<file path="src/rtl/uart_alu_master_pkg.sv">
// Shared UART-ALU definitions: default widths and the master FSM state encoding.
package uart_alu_master_pkg;

  localparam int DATA_WIDTH_DEF = 8;
  localparam int OPCODE_SZ_DEF  = 6;

  typedef enum logic [2:0] {
    ST_IDLE     = 3'd0,
    ST_SEND_A   = 3'd1,
    ST_SEND_B   = 3'd2,
    ST_SEND_OP  = 3'd3,
    ST_WAIT_RES = 3'd4
  } alu_state_e;

  function automatic logic is_send_state(input alu_state_e s);
    return (s == ST_SEND_A) || (s == ST_SEND_B) || (s == ST_SEND_OP);
  endfunction

endpackage

</file>
<file path="src/rtl/uart_alu_master_if.sv">
// UART FIFO side of the ALU master: TX push path and first-word-fall-through RX pop path.
interface uart_alu_master_if
  import uart_alu_master_pkg::*;
#(
  parameter int DATA_WIDTH = DATA_WIDTH_DEF
);

  logic                  i_tx_full;
  logic                  i_rx_empty;
  logic [DATA_WIDTH-1:0] i_r_data;
  logic [DATA_WIDTH-1:0] o_w_data;
  logic                  o_wr_uart;
  logic                  o_rd_uart;

  modport master (
    input  i_tx_full,
    input  i_rx_empty,
    input  i_r_data,
    output o_w_data,
    output o_wr_uart,
    output o_rd_uart
  );

  modport slave (
    output i_tx_full,
    output i_rx_empty,
    output i_r_data,
    input  o_w_data,
    input  o_wr_uart,
    input  o_rd_uart
  );

endinterface

</file>
<file path="src/rtl/uart_alu_master.sv">
// Sends op_a, op_b, opcode over the UART TX FIFO, then waits (bounded) for one result byte.
//   state       | meaning
//   ST_IDLE     | waiting for i_start; operands latched on acceptance
//   ST_SEND_A   | pushing operand A (advances only on a push)
//   ST_SEND_B   | pushing operand B
//   ST_SEND_OP  | pushing zero-extended opcode
//   ST_WAIT_RES | popping result byte or counting toward timeout
module uart_alu_master
  import uart_alu_master_pkg::*;
#(
  parameter int DATA_WIDTH     = DATA_WIDTH_DEF,
  parameter int OPCODE_SZ      = OPCODE_SZ_DEF,
  parameter int TIMEOUT_CYCLES = 1_000_000
) (
  input  logic                  i_clk,
  input  logic                  i_reset,
  input  logic                  i_start,
  input  logic [DATA_WIDTH-1:0] i_op_a,
  input  logic [DATA_WIDTH-1:0] i_op_b,
  input  logic [OPCODE_SZ-1:0]  i_op_code,
  uart_alu_master_if.master     uart,
  output logic [DATA_WIDTH-1:0] o_result,
  output logic                  o_valid,
  output logic                  o_timeout,
  output logic                  o_busy
);

  localparam int CNT_W = $clog2(TIMEOUT_CYCLES);
  localparam logic [CNT_W-1:0] CNT_LAST = CNT_W'(TIMEOUT_CYCLES - 1);

  alu_state_e            state;
  logic [DATA_WIDTH-1:0] op_a_q;
  logic [DATA_WIDTH-1:0] op_b_q;
  logic [OPCODE_SZ-1:0]  op_code_q;
  logic [DATA_WIDTH-1:0] w_data_q;
  logic [DATA_WIDTH-1:0] send_byte;
  logic [CNT_W-1:0]      wait_cnt;
  logic                  push;
  logic                  pop;
  logic                  cnt_last;

  // Outside the send states the TX data bus keeps showing the last byte presented.
  always_comb begin
    send_byte = w_data_q;
    case (state)
      ST_SEND_A:  send_byte = op_a_q;
      ST_SEND_B:  send_byte = op_b_q;
      ST_SEND_OP: send_byte = DATA_WIDTH'(op_code_q);
      default:    send_byte = w_data_q;
    endcase
  end

  assign push     = is_send_state(state) && !uart.i_tx_full;
  assign pop      = (state == ST_WAIT_RES) && !uart.i_rx_empty;
  assign cnt_last = (wait_cnt == CNT_LAST);

  assign uart.o_wr_uart = push;
  assign uart.o_rd_uart = pop;
  assign uart.o_w_data  = send_byte;
  assign o_busy         = (state != ST_IDLE);

  always_ff @(posedge i_clk) begin
    if (i_reset) begin
      state     <= ST_IDLE;
      op_a_q    <= '0;
      op_b_q    <= '0;
      op_code_q <= '0;
      w_data_q  <= '0;
      wait_cnt  <= '0;
      o_result  <= '0;
      o_valid   <= 1'b0;
      o_timeout <= 1'b0;
    end else begin
      o_valid   <= 1'b0;
      o_timeout <= 1'b0;
      if (is_send_state(state)) begin
        w_data_q <= send_byte;
      end
      case (state)
        ST_IDLE: begin
          if (i_start) begin
            op_a_q    <= i_op_a;
            op_b_q    <= i_op_b;
            op_code_q <= i_op_code;
            state     <= ST_SEND_A;
          end
        end
        ST_SEND_A: begin
          if (push) state <= ST_SEND_B;
        end
        ST_SEND_B: begin
          if (push) state <= ST_SEND_OP;
        end
        ST_SEND_OP: begin
          if (push) begin
            wait_cnt <= '0;
            state    <= ST_WAIT_RES;
          end
        end
        ST_WAIT_RES: begin
          // A result arriving on the last allowed cycle still counts as a result.
          if (pop) begin
            o_result <= uart.i_r_data;
            o_valid  <= 1'b1;
            state    <= ST_IDLE;
          end else if (cnt_last) begin
            o_timeout <= 1'b1;
            state     <= ST_IDLE;
          end else begin
            wait_cnt <= wait_cnt + CNT_W'(1);
          end
        end
        default: state <= ST_IDLE;
      endcase
    end
  end

endmodule

</file>
<file path="src/flat_wrapper.sv">
// flat-port wrapper written by rule: the top's interface ports become plain ports
module uart_alu_master_flat import uart_alu_master_pkg::*;
#(
  parameter int DATA_WIDTH     = DATA_WIDTH_DEF,
  parameter int OPCODE_SZ      = OPCODE_SZ_DEF,
  parameter int TIMEOUT_CYCLES = 1_000_000
)
  (i_clk, i_reset, i_start, i_op_a, i_op_b, i_op_code, o_result, o_valid, o_timeout, o_busy, uart_i_tx_full, uart_i_rx_empty, uart_i_r_data, uart_o_w_data, uart_o_wr_uart, uart_o_rd_uart);
  uart_alu_master_if #(.DATA_WIDTH(DATA_WIDTH)) uart_i ();
  input  logic i_clk;
  input  logic i_reset;
  input  logic i_start;
  input  logic [DATA_WIDTH-1:0] i_op_a;
  input  logic [DATA_WIDTH-1:0] i_op_b;
  input  logic [OPCODE_SZ-1:0] i_op_code;
  output logic [DATA_WIDTH-1:0] o_result;
  output logic o_valid;
  output logic o_timeout;
  output logic o_busy;
  input wire logic [$bits(uart_i.i_tx_full)-1:0] uart_i_tx_full;
  input wire logic [$bits(uart_i.i_rx_empty)-1:0] uart_i_rx_empty;
  input wire logic [$bits(uart_i.i_r_data)-1:0] uart_i_r_data;
  output wire logic [$bits(uart_i.o_w_data)-1:0] uart_o_w_data;
  output wire logic [$bits(uart_i.o_wr_uart)-1:0] uart_o_wr_uart;
  output wire logic [$bits(uart_i.o_rd_uart)-1:0] uart_o_rd_uart;
  assign uart_i.i_tx_full = uart_i_tx_full;
  assign uart_i.i_rx_empty = uart_i_rx_empty;
  assign uart_i.i_r_data = uart_i_r_data;
  assign uart_o_w_data = uart_i.o_w_data;
  assign uart_o_wr_uart = uart_i.o_wr_uart;
  assign uart_o_rd_uart = uart_i.o_rd_uart;
  uart_alu_master #(.DATA_WIDTH(DATA_WIDTH), .OPCODE_SZ(OPCODE_SZ), .TIMEOUT_CYCLES(TIMEOUT_CYCLES)) u_core (.i_clk(i_clk), .i_reset(i_reset), .i_start(i_start), .i_op_a(i_op_a), .i_op_b(i_op_b), .i_op_code(i_op_code), .uart(uart_i), .o_result(o_result), .o_valid(o_valid), .o_timeout(o_timeout), .o_busy(o_busy));
endmodule
</file>
<file path="config.mk">
export PLATFORM = sky130hd
export DESIGN_NAME = uart_alu_master_flat
export DESIGN_NICKNAME = d
export VERILOG_FILES = /design/src/rtl/uart_alu_master_pkg.sv /design/src/rtl/uart_alu_master_if.sv /design/src/rtl/uart_alu_master.sv /design/src/flat_wrapper.sv
export SDC_FILE = /design/constraint.sdc
export NUM_CORES = 1
export LEC_CHECK = 0
export BUFFER_PORTS_ARGS = -buffer_cell sky130_fd_sc_hd__buf_2
export CAP_MARGIN = 5
export CORE_UTILIZATION = 55
export DETAILED_ROUTE_END_ITERATION = 8
export PLACE_DENSITY = 0.79
export SETUP_SLACK_MARGIN = 0.2
export SLEW_MARGIN = 40
export SYNTH_ARGS = -nofsm -noshare
export SYNTH_HDL_FRONTEND = slang
export SYNTH_SLANG_ARGS = --single-unit
</file>
<file path="constraint.sdc">
create_clock -name i_clk -period 2.7 [get_ports i_clk]
set_input_delay 0.405 -clock i_clk [delete_from_list [all_inputs] [get_ports i_clk]]
set_output_delay 0.405 -clock i_clk [all_outputs]
set_load 0.01 [all_outputs]
</file>
==> impl_metrics.csv <==
group,metric,value,unit
critical_path,crit_chain,"nor3b_1 -> buf_4 -> nand2b_1 -> clkinv_1 -> buf_2",
finish,area_delta_synth_final,17.8,%
critical_path,setup.worst_path.start_class,"flip-flop",
finish,fin_cells,481,
yosys,syn_inst,356,
yosys,yosysWarnings,0,
drt,vias,2782,
grt,grt_pass1_vias,2425,
clocking,holdBufCountCts,0,
critical_path,required,2.30,ns
drt,wire_per_inst,14.6,um
clocking,clock_path_buffers,2,
critical_path,cp_slowest_cell,"dfxtp_2",
finish,diodes,0,
sta,setup_violations,0,
worst_hold_path,holdPathStages,3,
grt,grt_first_pass_wirelength,11.6,mm
yosys,ys_types,59,
floorplanning,die_x,74.7,um
place,port_buffers,55,
critical_path,crit_type,"flip-flop to output pin",
clocking,cts_made_buffers,9,
clocking,cts_tree,"built",
sta,skew,0.00779,ns
floorplanning,io_pins,56,
floorplanning,die-area,0.00558,mm^2
critical_path,cp-end-kind,"output pin",
yosys,ys_ff_latch,63,
yosys,synth.yosys.seq_area_share,43.4,%
run_status,status,"complete, no violations",
yosys,postSynthAreaPerCell,8.17,um^2
sta,rsz0062_at_grt,"true",
floorplanning,start_util,56.9,%
floorplanning,fp-row-count,26,
yosys,syn_nets,392,
clocking,cts_sinks,63,
critical_path,worst-endpoint-arrival,1.93,ns
drt,drt_iter0_markers,294,
job,maxCapViolCount,0,
drt,wl_met2,3.07,mm
power_and_ir_drop,peakVddDrop,0.463,mV
clocking,htreeDepth,3,
power_and_ir_drop,leakagePower,1.35,nW
sta,tns,0,ns
sta,worst_pin_slew,0.690,ns
drt,routed_wl,7.01,mm
power_and_ir_drop,p_per_area,577,mW/mm^2
finish,fillerInstances,448,
grt,grt_start_max_net_pins,46,
grt,antenna_found_initial,0,
place,dp.cells,465,
drt,wl_met1,3.28,mm
clocking,path_clk_slew,0.07,ns
finish,drive_above_1_share,23.6,%
critical_path,critPathMaxFanout,15,
place,globalplace.congestion,0.908,
clocking,post_cts.resized_instances,2,
sta,slew_headroom,53.9,%
finish,multi_input_area,0.00153,mm^2
sta,period_share,86.5,%
yosys,synth_edf_count,0,
clocking,clk_latency,0.34,ns
sta,slew_viol_final,0,
clocking,post-cts-setup-buffer-count,0,
critical_path,worstRegToRegCells,5,
clocking,cts-root-buf,"clkbuf_8",
drt,viasPerCell,5.78,
drt,met3_length,588,um
grt,gr-total-overflow,0,
drt,maxUsedRoutingLayer,"met4",
yosys,async_flop_share,0,%
floorplanning,core,0.00511,mm^2
grt,grt_use_total,27.8,%
drt,final_antenna_net_count,0,
place,dp_hpwl,4.84,mm
finish,final_nets,442,
critical_path,max_stage_delay,0.51,ns
drt,drc,0,
yosys,ys.flop_type,"dfxtp_1",
finish,seq_area,0.00126,mm^2
yosys,syn-cell-area,0.00291,mm^2
drt,dr.pass1.iters,5,
floorplanning,die_height,74.7,um
sta,max_freq,0.428,GHz
worst_hold_path,hold_path.class,"input port to flip-flop",
sta,min_period,2.34,ns
sta,hold_violations,0,
==> registers in the layout, summed over array words and instances (netlist names) <==
name,count
u_core.o_timeout,1
u_core.wait_cnt,20
u_core.op_code_q,6
u_core.state,3
u_core.op_a_q,8
u_core.op_b_q,8
u_core.w_data_q,8
u_core.o_result,8
u_core.o_valid,1
==> cell usage after synthesis, types with 4 or more instances <==
cell	number	area (um^2)
nand3_1	11	55.1
a21oi_1	39	195
nor2b_1	4	25.0
and2_1	9	56.3
or4_1	4	30.0
a22oi_1	8	60.1
nor3_1	5	25.0
and4_1	4	35.0
nor3b_1	5	37.5
inv_1	6	22.5
clkbuf_1	16	60.1
dfxtp_1	63	1260
a31oi_1	4	25.0
and3_1	4	25.0
nor2_1	10	37.5
o31ai_1	4	30.0
mux2_2	6	67.6
nand2_1	86	323
o21ai_0	12	60.1
==> layer usage <==
| metal | GRT usage [%] | vias to the layer above |
|---|---|---|
| met5 | 0 | - |
| met4 | 8.60 | 0 |
| met3 | 9.64 | 12 |
| met2 | 39.2 | 136 |
| met1 | 39.7 | 1269 |
| li1 | - | 1365 |
==> logic make-up (layout without fill, tap and decap cells) <==
family,Yosys count,in the layout,share of synthesized area (%)
buffers and inverters,29,84,4.43
DFF,63,63,43.4
and+or+nand+nor,168,168,29.8
muxes,7,7,2.67
adders and majority gates,1,1,0.430
AOI/OAI and AO/OA,86,86,18.7
xor gates and xnor gates,2,2,0.603
==> worst max-delay path, delay by kind of cell, from the launching register on <==
| family | cells | cell delay, ns |
|---|---|---|
| buf+inv | 3 | 0.70 |
| flops | 1 | 0.51 |
| simple gates | 2 | 0.38 |
==> metrics by stage <==
step	hold slack, ns	power, W	area, um^2	utilization (%)	setup WS [ns]
floorplan	0.433	0.00111	2910	-	0.705
global placement	0.440	0.00117	3210	62.9	0.541
detailed placement	0.445	0.00118	3210	62.9	0.442
CTS	0.281	0.00198	3410	66.8	0.239
global route	0.284	0.00206	3430	67.1	0.199
finish	0.289	0.00198	3430	67.1	0.363
==> cell type report <==
cell class                 count  area share, %
inverter                       7          0.767
tap                           70           2.56
timing repair buffer          61           9.35
clock inverter                 7           2.12
multi-input combinational    264           44.7
clock buffer                   9           3.62
sequential                    63           36.9
==> power by group <==
group	internal [W]	switching, W
clock network	0.000427	0.000386
registers	0.000962	0.0000260
logic	0.0000728	0.000101
total	0.00146	0.000514
==> path summary, 6_finish.rpt <==
| kind | slack, ns | startpoint | endpoint |
|---|---|---|---|
| max | 0.36 | u_core.state[1]$_SDFFE_PP0P_ | uart_o_rd_uart |
| min | 0.29 | uart_i_r_data[5] | u_core.o_result[5]$_SDFFE_PP0P_ |
| max reg2reg | 0.43 | u_core.wait_cnt[14]$_SDFFE_PP0P_ | u_core.wait_cnt[14]$_SDFFE_PP0P_ |
| min reg2reg | 0.45 | u_core.op_code_q[5]$_SDFFE_PP0P_ | u_core.op_code_q[5]$_SDFFE_PP0P_ |
==> layout by cell type, fill, tap and decap left out, types with 4 or more instances in the layout <==
cell type  instances
a31oi_1            4
o31ai_1            4
nand2_1           86
nor3_1             4
nand3_1           11
a21oi_1           39
a22oi_1            8
nor2_1            10
o21ai_0           12
inv_1              6
buf_2             55
and4_1             4
clkbuf_8           9
and2_1             9
buf_4              6
or4_1              4
nor3b_1            5
mux2_2             6
dfxtp_1           61
and3_1             4
Power figures use the tool's default switching activity.
